==> config.mk <==
export PLATFORM = sky130hd
export DESIGN_NAME = online_mult_sched
export DESIGN_NICKNAME = d
export VERILOG_FILES = /design/src/rtl/online_mult_sched_pkg.sv /design/src/rtl/online_mult_sched_rest_counter.sv /design/src/rtl/online_mult_sched.sv
export SDC_FILE = /design/constraint.sdc
export NUM_CORES = 1
export LEC_CHECK = 0
export CAP_MARGIN = 15
export CORE_MARGIN = 3
export CORE_UTILIZATION = 50
export DETAILED_ROUTE_END_ITERATION = 6
export PLACE_DENSITY = 0.7
export SYNTH_ARGS = -nofsm -noshare
export SYNTH_HDL_FRONTEND = slang
export SYNTH_SLANG_ARGS = --single-unit
==> constraint.sdc <==
create_clock -name clk -period 7.89 [get_ports clk]
set_input_delay 1.1835 -clock clk [delete_from_list [all_inputs] [get_ports clk]]
set_output_delay 1.1835 -clock clk [all_outputs]
set_load 0.02 [all_outputs]
==> src/rtl/online_mult_sched_pkg.sv <==
// Shared state encoding, default sizing and precision clamp for the
// online multiplier scheduler.
package online_pkg;

   typedef enum logic [2:0] {
      IDLE = 3'd0,
      LOAD = 3'd1,
      COMP = 3'd2,
      REST = 3'd3,
      DONE = 3'd4
   } state_e;

   localparam int DEF_DIGIT_W      = 2;
   localparam int DEF_MAX_UNROLL   = 64;
   localparam int DEF_ONLINE_DELAY = 2;

   // A zero request still needs one digit of work; oversize requests saturate.
   function automatic int unsigned clamp_precision(input int unsigned prec,
                                                   input int unsigned max_n);
      if (prec == 0)
         return 1;
      if (prec > max_n)
         return max_n;
      return prec;
   endfunction

endpackage

==> src/rtl/online_mult_sched_rest_counter.sv <==
// Loadable down-counter with hold for the REST replay phase; exposes the
// replay address (rest-1) and a flag for the final replay cycle.
module online_rest_counter #(
   parameter int CNT_WIDTH  = 11,
   parameter int ADDR_WIDTH = 7
) (
   input  logic                  clk,
   input  logic                  asyn_reset,
   input  logic                  load_i,
   input  logic                  dec_i,
   input  logic [CNT_WIDTH-1:0]  load_val_i,
   output logic [CNT_WIDTH-1:0]  rest_o,
   output logic [ADDR_WIDTH-1:0] rd_addr_o,
   output logic                  last_o
);

   logic [CNT_WIDTH-1:0] rest_q;

   always_ff @(posedge clk or posedge asyn_reset) begin
      if (asyn_reset)
         rest_q <= '0;
      else if (load_i)
         rest_q <= load_val_i;
      else if (dec_i)
         rest_q <= rest_q - CNT_WIDTH'(1);
   end

   assign rest_o    = rest_q;
   assign rd_addr_o = ADDR_WIDTH'(rest_q - CNT_WIDTH'(1));
   assign last_o    = (rest_q == CNT_WIDTH'(1));

endmodule

==> src/rtl/online_mult_sched.sv <==
// Scheduler for the serial online multiplier: loads N+D digit pairs, then
// runs one COMP cycle plus k REST replay cycles for each step k = 1..N.
module online_mult_sched
   import online_pkg::*;
#(
   parameter int DIGIT_W      = DEF_DIGIT_W,
   parameter int MAX_UNROLL   = DEF_MAX_UNROLL,
   parameter int ONLINE_DELAY = DEF_ONLINE_DELAY,
   parameter int ADDR_WIDTH   = 7,
   parameter int CNT_WIDTH    = 11
) (
   input  logic                  clk,
   input  logic                  asyn_reset,
   input  logic                  start,
   input  logic [CNT_WIDTH-1:0]  precision,
   input  logic                  stall,
   input  logic [DIGIT_W-1:0]    x_in,
   input  logic [DIGIT_W-1:0]    y_in,
   output logic [DIGIT_W-1:0]    x_value,
   output logic [DIGIT_W-1:0]    y_value,
   output logic                  busy,
   output logic                  done,
   output logic                  enable,
   output logic                  add_enable,
   output logic                  res_enable,
   output logic                  finish_vec,
   output logic                  rd_en,
   output logic [ADDR_WIDTH-1:0] rd_addr,
   output logic [CNT_WIDTH-1:0]  counter,
   output logic [CNT_WIDTH-1:0]  shift_cnt,
   output logic [CNT_WIDTH-1:0]  step
);
   // state | meaning
   // IDLE  | waiting for start, all outputs low
   // LOAD  | latching N+D digit pairs, then one transition cycle
   // COMP  | first cycle of step k, a new digit pair enters
   // REST  | k replay cycles reading stored digits k-1 down to 0
   // DONE  | one-cycle completion pulse, returns to IDLE

   if ((2 ** ADDR_WIDTH) < MAX_UNROLL) begin : g_addr_chk
      $error("ADDR_WIDTH cannot address MAX_UNROLL digits");
   end
   if ((2 ** CNT_WIDTH) <= (MAX_UNROLL + ONLINE_DELAY)) begin : g_cnt_chk
      $error("CNT_WIDTH too small for MAX_UNROLL + ONLINE_DELAY");
   end

   state_e               state_q, state_d;
   logic [CNT_WIDTH-1:0] n_q, n_d, counter_q, counter_d, step_q, step_d;
   logic [DIGIT_W-1:0]   x_q, x_d, y_q, y_d;
   logic                 rest_load, rest_dec, rest_last;
   logic [CNT_WIDTH-1:0] rest_load_val, rest;
   logic [ADDR_WIDTH-1:0] rest_addr;
   logic [CNT_WIDTH-1:0] load_end;

   assign load_end = n_q + CNT_WIDTH'(ONLINE_DELAY);

   online_rest_counter #(
      .CNT_WIDTH  (CNT_WIDTH),
      .ADDR_WIDTH (ADDR_WIDTH)
   ) u_rest (
      .clk        (clk),
      .asyn_reset (asyn_reset),
      .load_i     (rest_load),
      .dec_i      (rest_dec),
      .load_val_i (rest_load_val),
      .rest_o     (rest),
      .rd_addr_o  (rest_addr),
      .last_o     (rest_last)
   );

   always_comb begin
      state_d       = state_q;
      n_d           = n_q;
      counter_d     = counter_q;
      step_d        = step_q;
      x_d           = x_q;
      y_d           = y_q;
      rest_load     = 1'b0;
      rest_dec      = 1'b0;
      rest_load_val = step_q;
      case (state_q)
         IDLE: if (start) begin
            n_d       = CNT_WIDTH'(clamp_precision(32'(precision), MAX_UNROLL));
            counter_d = '0;
            step_d    = '0;
            state_d   = LOAD;
         end
         LOAD: if (!stall) begin
            if (counter_q < load_end) begin
               x_d       = x_in;
               y_d       = y_in;
               counter_d = counter_q + CNT_WIDTH'(1);
            end else begin
               counter_d     = '0;
               step_d        = CNT_WIDTH'(1);
               rest_load     = 1'b1;
               rest_load_val = CNT_WIDTH'(1);
               state_d       = COMP;
            end
         end
         COMP: if (!stall) begin
            x_d       = x_in;
            y_d       = y_in;
            rest_load = 1'b1;
            state_d   = REST;
         end
         REST: if (!stall) begin
            if (!rest_last)
               rest_dec = 1'b1;
            else if (step_q == n_q)
               state_d = DONE;
            else begin
               step_d  = step_q + CNT_WIDTH'(1);
               state_d = COMP;
            end
         end
         DONE: begin
            // Clear the visible registers so IDLE presents all-zero outputs.
            step_d  = '0;
            x_d     = '0;
            y_d     = '0;
            state_d = IDLE;
         end
         default: state_d = IDLE;
      endcase
   end

   always_ff @(posedge clk or posedge asyn_reset) begin
      if (asyn_reset) begin
         state_q   <= IDLE;
         n_q       <= '0;
         counter_q <= '0;
         step_q    <= '0;
         x_q       <= '0;
         y_q       <= '0;
      end else begin
         state_q   <= state_d;
         n_q       <= n_d;
         counter_q <= counter_d;
         step_q    <= step_d;
         x_q       <= x_d;
         y_q       <= y_d;
      end
   end

   always_comb begin
      busy       = (state_q != IDLE);
      done       = (state_q == DONE);
      enable     = 1'b0;
      add_enable = 1'b0;
      res_enable = 1'b0;
      finish_vec = 1'b0;
      rd_en      = 1'b0;
      rd_addr    = '0;
      shift_cnt  = '0;
      case (state_q)
         LOAD: begin
            enable     = !stall;
            res_enable = 1'b1;
            finish_vec = (counter_q == load_end - CNT_WIDTH'(1));
            shift_cnt  = (counter_q < n_q) ? (n_q - counter_q) : '0;
         end
         COMP: begin
            enable     = !stall;
            add_enable = !stall;
            res_enable = 1'b1;
            rd_en      = !stall && (rest != '0);
            rd_addr    = ADDR_WIDTH'(step_q - CNT_WIDTH'(1));
            shift_cnt  = n_q - step_q;
         end
         REST: begin
            add_enable = !stall && rest_last;
            res_enable = 1'b1;
            rd_en      = !stall && (rest != '0);
            rd_addr    = rest_addr;
            shift_cnt  = n_q - step_q;
         end
         default: ;
      endcase
   end

   assign counter = counter_q;
   assign step    = step_q;
   assign x_value = x_q;
   assign y_value = y_q;

endmodule

* After elaboration in Yosys (flattened, before gate mapping)
Index checks and enable logic that the tools add are counted.
** Word-level totals
- Memories kept :: 0
- Register bits :: 51
- Input bits :: 19
- Output and inout port bits :: 51
- Bits in latches :: 0
- Memory bits (read-only) :: 0
- Logic and storage cells :: 107
- Bits in writable memories :: 0
** Cells by class
- Div/mod/pow operators :: 0
- $add $sub $neg :: 8
- Multiplexer cells :: 55
- Magnitude comparators :: 3
- $mul :: 0
- Reduce and logical (&&, ||, !) cells :: 19
- Shifts and indexed selects :: 0
- Bitwise logic cells :: 0
- Equal/unequal tests :: 15
** Operator list (count)
- $mux W11 :: 14
- $pmux W11 S2 :: 2
- $pmux W11 S4 :: 1
- $add A11 B1 Y11 const B :: 2
- $eq A11 B11 Y1 :: 2
- $lt A11 B11 Y1 :: 2
- $sub A11 B1 Y11 const B :: 2
- $sub A11 B11 Y11 :: 2
- $mux W3 :: 7
- $mux W1 :: 18
- $ne A2 B2 Y1 const B :: 8
- $pmux W7 S2 :: 1
- $mux W2 :: 6
- $pmux W2 S3 :: 2
- $pmux W3 S4 :: 1
- $add A11 B2 Y11 const B :: 1
- $eq A11 B1 Y1 const B :: 1
- $gt A11 B7 Y1 const B :: 1
- $logic_not A11 Y1 :: 1
- $reduce_bool A11 Y1 :: 1
- $mux W7 :: 1
- $sub A7 B1 Y7 const B :: 1
- $eq A3 B2 Y1 const B :: 2
- $reduce_and A6 Y1 :: 1
- other kinds (15) :: 20

* Logic depth before layout (Yosys ltp)
- Word-level depth :: 9
- Mapped depth :: 11
- Mapped depth without buffers :: 11

* Cells and area by module
A second synthesis with hierarchy kept.
** Second synthesis, totals
- Cells, all modules :: 597
- Area, all modules :: 4844.6 um^2
** By module, submodules not included
- online_mult_sched :: area an instance 4100.2 um^2, instances 1, cells each 510, seq. area each 1001.0 um^2
- online_rest_counter :: area an instance 744.5 um^2, instances 1, cells each 87, seq. area each 275.3 um^2

* Least setup slack after synthesis
OpenSTA, ideal clock, no wires.
- Path kind :: register to output
- From :: register step_q[0] (netlist: step[0])
- To :: output shift_cnt[10]
- Stages on the path, launching flop included :: 11
- Data required time :: 6.707 ns
- Setup slack :: 3.867 ns
- Path buffers :: 0
- Arrival :: 2.839 ns
- Path through :: dfrtp_1 > ha_1 > inv_1 > fa_1 > a21o_1 > a21oi_1 > o21ai_0 > or4_1 > nand4_1 > a21oi_1 > o32ai_1
** Between the ends
- Cells in the longest elaborated chain, start to end :: 2
** Ends and longest elaborated chain
- start: declaration :: RTL line online_mult_sched.sv:48 : logic [CNT_WIDTH-1:0] n_q, n_d, counter_q, counter_d, step_q, step_d;
- start signal: assignment :: RTL line online_mult_sched.sv:140 : step_q <= step_d;
- $sub A11 B11 Y11 :: RTL line online_mult_sched.sv:169, online_mult_sched.sv:176
- $pmux W11 S2 :: RTL line online_mult_sched.sv:156 : case (state_q)
- end: declaration :: RTL line online_mult_sched.sv:30 : output logic [CNT_WIDTH-1:0] shift_cnt,
No other way between the ends.

* Final worst setup path
- From :: register n_q[0]
- To :: output shift_cnt[10]
** Between the ends
- Cells in the longest elaborated chain, start to end :: 3
- Elaborated cells on any way between the ends :: 5
- Those cells by class :: 2 x add/sub; 1 x order compare; 2 x mux
** Ends and longest elaborated chain
- start: declaration :: RTL line online_mult_sched.sv:48
- start signal: assignment :: RTL line online_mult_sched.sv:138 : n_q <= n_d;
- $sub A11 B11 Y11 or $lt A11 B11 Y1 (tied branches) :: RTL line online_mult_sched.sv:161 : shift_cnt = (counter_q < n_q) ? (n_q - counter_q) : '0;
- $mux W11 :: RTL line online_mult_sched.sv:161
- $pmux W11 S2 * :: RTL line online_mult_sched.sv:156
Mark *: on every way between the ends. The rest lies on a longest branch, timed or not.

==> impl_metrics.py <==
metrics = {
    "run_status": {
        "status": "completed",
    },
    "global_route": {
        "antenna_found_initial": 0,
        "grt_pass1_vias": 4405,
        "grt_max_degree": 52,
        "track_usage": 0.2625,
        "grt_pass1_wl_um": 23440,
        "grt-ovfl-total": 0,
    },
    "finish": {
        "fin_nets": 696,
        "n_antenna_cell": 0,
        "area_growth_syn_to_layout_pct": 17.66,
        "final_common_cell": "clkdlybuf4s50_1",
        "final_cell_mix": "clkdlybuf4s50_1 (69), dfrtp_1 (51), nor2_1 (47)",
        "final_area_um2": 5728,
        "fillers": 906,
        "layout-drive-gt1-share": 0.05928,
        "instances_no_fill": 770,
    },
    "power_and_ir_drop": {
        "power_frac_seq": 0.326,
        "swShare": 0.4057,
        "p_int_uw": 650.2,
        "ir_worst_vdd_mv": 0.1520,
        "clock_power_share": 0.151,
        "p_sw_uw": 443.8,
        "total_leakage_power_nw": 2.238,
        "power_frac_comb": 0.523,
        "p_per_area_nw_per_um2": 191.0,
    },
    "worst_hold_path": {
        "min_to": "x_value[1]",
        "hp-start": "x_value[1]",
        "worstHoldPathType": "reg2reg",
        "holdPathStages": 1,
    },
    "worst_setup_path": {
        "crit_type": "reg2out",
        "endpoint_kind": "primary output",
        "crit_path_start_kind": "flop",
        "worstRegToRegCells": 10,
        "cp_cell_sequence": "inv_1, ha_1, inv_1, fa_1, a21o_1, a21oi_1, o21ai_0, or4_1, nand4_1, a21oi_1, o32ai_1, clkdlybuf4s50_1",
        "timing.rr.start": "n_q[1]",
        "critPathMaxStageDelay_ns": 0.65,
        "cp.arrival_ns": 3.57,
        "reg2reg_to": "step[2]",
        "crit_slowest_cell": "clkdlybuf4s50_1",
        "cp.required_ns": 6.71,
        "r2r_slack_ns": 4.18,
        "path_max_fanout": 4,
    },
    "drt": {
        "vias": 4737,
        "wl_per_cell_um": 18.55,
        "vias_per_cell": 6.152,
        "wl_um": 14290,
        "drt-initial-drc-count": 326,
        "drt_first_pass_iters": 5,
        "drcViolationCount": 0,
        "final_antenna_net_count": 0,
    },
    "clocking": {
        "cts_htree_levels": 2,
        "cts_made_buffers": 5,
        "clkSinkCount": 51,
        "clock_latency_ns": 0.31,
        "cts_tree": "yes",
        "cts-root-buf": "clkbuf_8",
        "path_clk_slew_ns": 0.10,
        "holdBufCountCts": 0,
        "post_cts_resized": 0,
        "post-cts-setup-buffers": 0,
        "clockBufferDepth": 2,
    },
    "sta": {
        "fin_tns_setup_ns": 0,
        "period_minus_slack_ns": 4.752,
        "clock_skew_ns": 0.01578,
        "setup_viol": 0,
        "rsz0062_at_grt": "no",
        "tightest_slew_ns": 0.8539,
        "fin_ws_ns": 3.138,
        "slew_violations": 0,
        "hold_viol": 0,
        "fmax_ghz": 0.2104,
        "min_period_over_period": 0.6023,
        "slew_headroom": 0.4265,
    },
    "logic_synthesis": {
        "synth_area_per_cell_um2": 8.336,
        "synth_edf_count": 0,
        "ys.flop_type": "dfrtp_1",
        "synthArstFlopShare": 1.000,
        "ys_ff_latch": 51,
        "synth_area_um2": 4868,
        "ys_warn_count": 0,
        "yosysSeqAreaShare": 0.2621,
        "synth_cell_types": 74,
        "synth.net_count": 640,
        "synth_cells": 584,
    },
    "placement": {
        "dp.cells": 762,
        "place_hpwl_um": 11060,
        "placed_area_um2": 5633,
        "place_ws_ns": 3.494,
        "place_congestion": 0.9204,
        "port-buffer-count": 69,
    },
    "floorplanning": {
        "die_y_um": 104.7,
        "start_util": 0.5195,
        "core_um2": 9371,
        "std_cell_rows": 35,
        "io_pins": 70,
        "dieArea_um2": 10960,
        "die_w_um": 104.7,
    },
    "flow_run": {
        "drv_cap": 0,
    },
}
metal layers:
layer,up-vias,part of all wire,GRT usage
li1,2257,-,-
met1,2272,0.47,0.3935
met2,197,0.43,0.3907
met3,11,0.082,0.05744
met4,0,0.010,0.04967
met5,-,0,0
cells in the mapped netlist (all sizes together) (3+ instances only):
cell,number,share of area
buf,8,0.011
nor2,47,0.036
a22o,5,0.0090
and3,9,0.012
nor3,27,0.029
o211ai,5,0.0077
and2,9,0.012
or2,6,0.0077
a32o,5,0.010
o21a,3,0.0046
a21oi,38,0.039
a211oi,14,0.023
nand4,10,0.013
inv,37,0.029
or2b,4,0.0062
a21o,4,0.0062
ha,35,0.090
xor2,20,0.036
a31o,3,0.0054
nor2b,6,0.0077
nand2,41,0.032
o22ai,15,0.019
o21ai,24,0.025
a221oi,4,0.011
nand2b,10,0.013
dfrtp,51,0.26
clkbuf,15,0.012
or3,9,0.012
nand3b,3,0.0046
nor4,5,0.0095
a31oi,5,0.0064
xnor2,38,0.068
a41oi,11,0.031
or4,6,0.010
nand3,18,0.020
state kept, by name, summed over array words and instances, names as in the netlist:
| name | flops |
|---|---|
| y_value | 2 |
| n_q | 11 |
| x_value | 2 |
| u_rest.rest_o | 11 |
| state_q | 3 |
| counter | 11 |
| step | 11 |
cell families after synthesis:
family | count (synthesis) | synth area share
buffers and inverters | 61 | 0.05191
AND/OR/NAND/NOR | 214 | 0.2303
multiplexers | 2 | 0.004112
flip-flops | 51 | 0.2621
XOR/XNOR | 59 | 0.1090
adder cells (fa/ha/maj) | 37 | 0.09818
AO/OA/AOI/OAI | 160 | 0.2444
critical path: cells and delay by family, from the launching register on:
kind,cells,cell delay [ns]
fa+ha+maj,2,0.59
flops,1,0.44
buf+inv,3,0.85
simple gates,2,0.56
compound gates,5,0.85
worst max path at each step:
stage          startpoint             to  cells past startpoint
2_1_floorplan     step[0]  shift_cnt[10]                     10
3_3_place_gp      step[0]  shift_cnt[10]                     11
3_5_place_dp       n_q[0]  shift_cnt[10]                     12
4_1_cts            n_q[0]  shift_cnt[10]                     12
5_1_grt            n_q[1]   shift_cnt[4]                      9
6_report           n_q[0]  shift_cnt[10]                     12
power by group through the flow:
stage / Sequential [mW] / Clock [mW] / Combinational [mW]
after floorplan: 0.368 / 0 / 0.364
after global placement: 0.360 / 0 / 0.565
after detailed placement: 0.362 / 0 / 0.572
after CTS: 0.357 / 0.168 / 0.575
after global routing: 0.367 / 0.177 / 0.625
final: 0.357 / 0.165 / 0.572
cell type report:
class	count	area (um^2)	share of cell area
repair buffers	72	713.2	0.1245
well taps	129	161.4	0.02818
inverters	38	142.6	0.02490
clock inverters	1	8.758	0.001529
flip-flops and latches	51	1276	0.2228
multi-input cells	472	3339	0.5830
clock buffers	7	86.33	0.01507
per-stage QoR:
step / hold slack, ns / utilization / power [mW]
after global placement: 0.4763 / 0.6011 / 0.9247
after detailed placement: 0.4850 / 0.6011 / 0.9337
after CTS: 0.5109 / 0.6112 / 1.100
after global routing: 0.5362 / 0.6112 / 1.168
after floorplan: 0.4970 / - / 0.7313
final: 0.5036 / 0.6112 / 1.094
(Power assumes the default switching activity.)
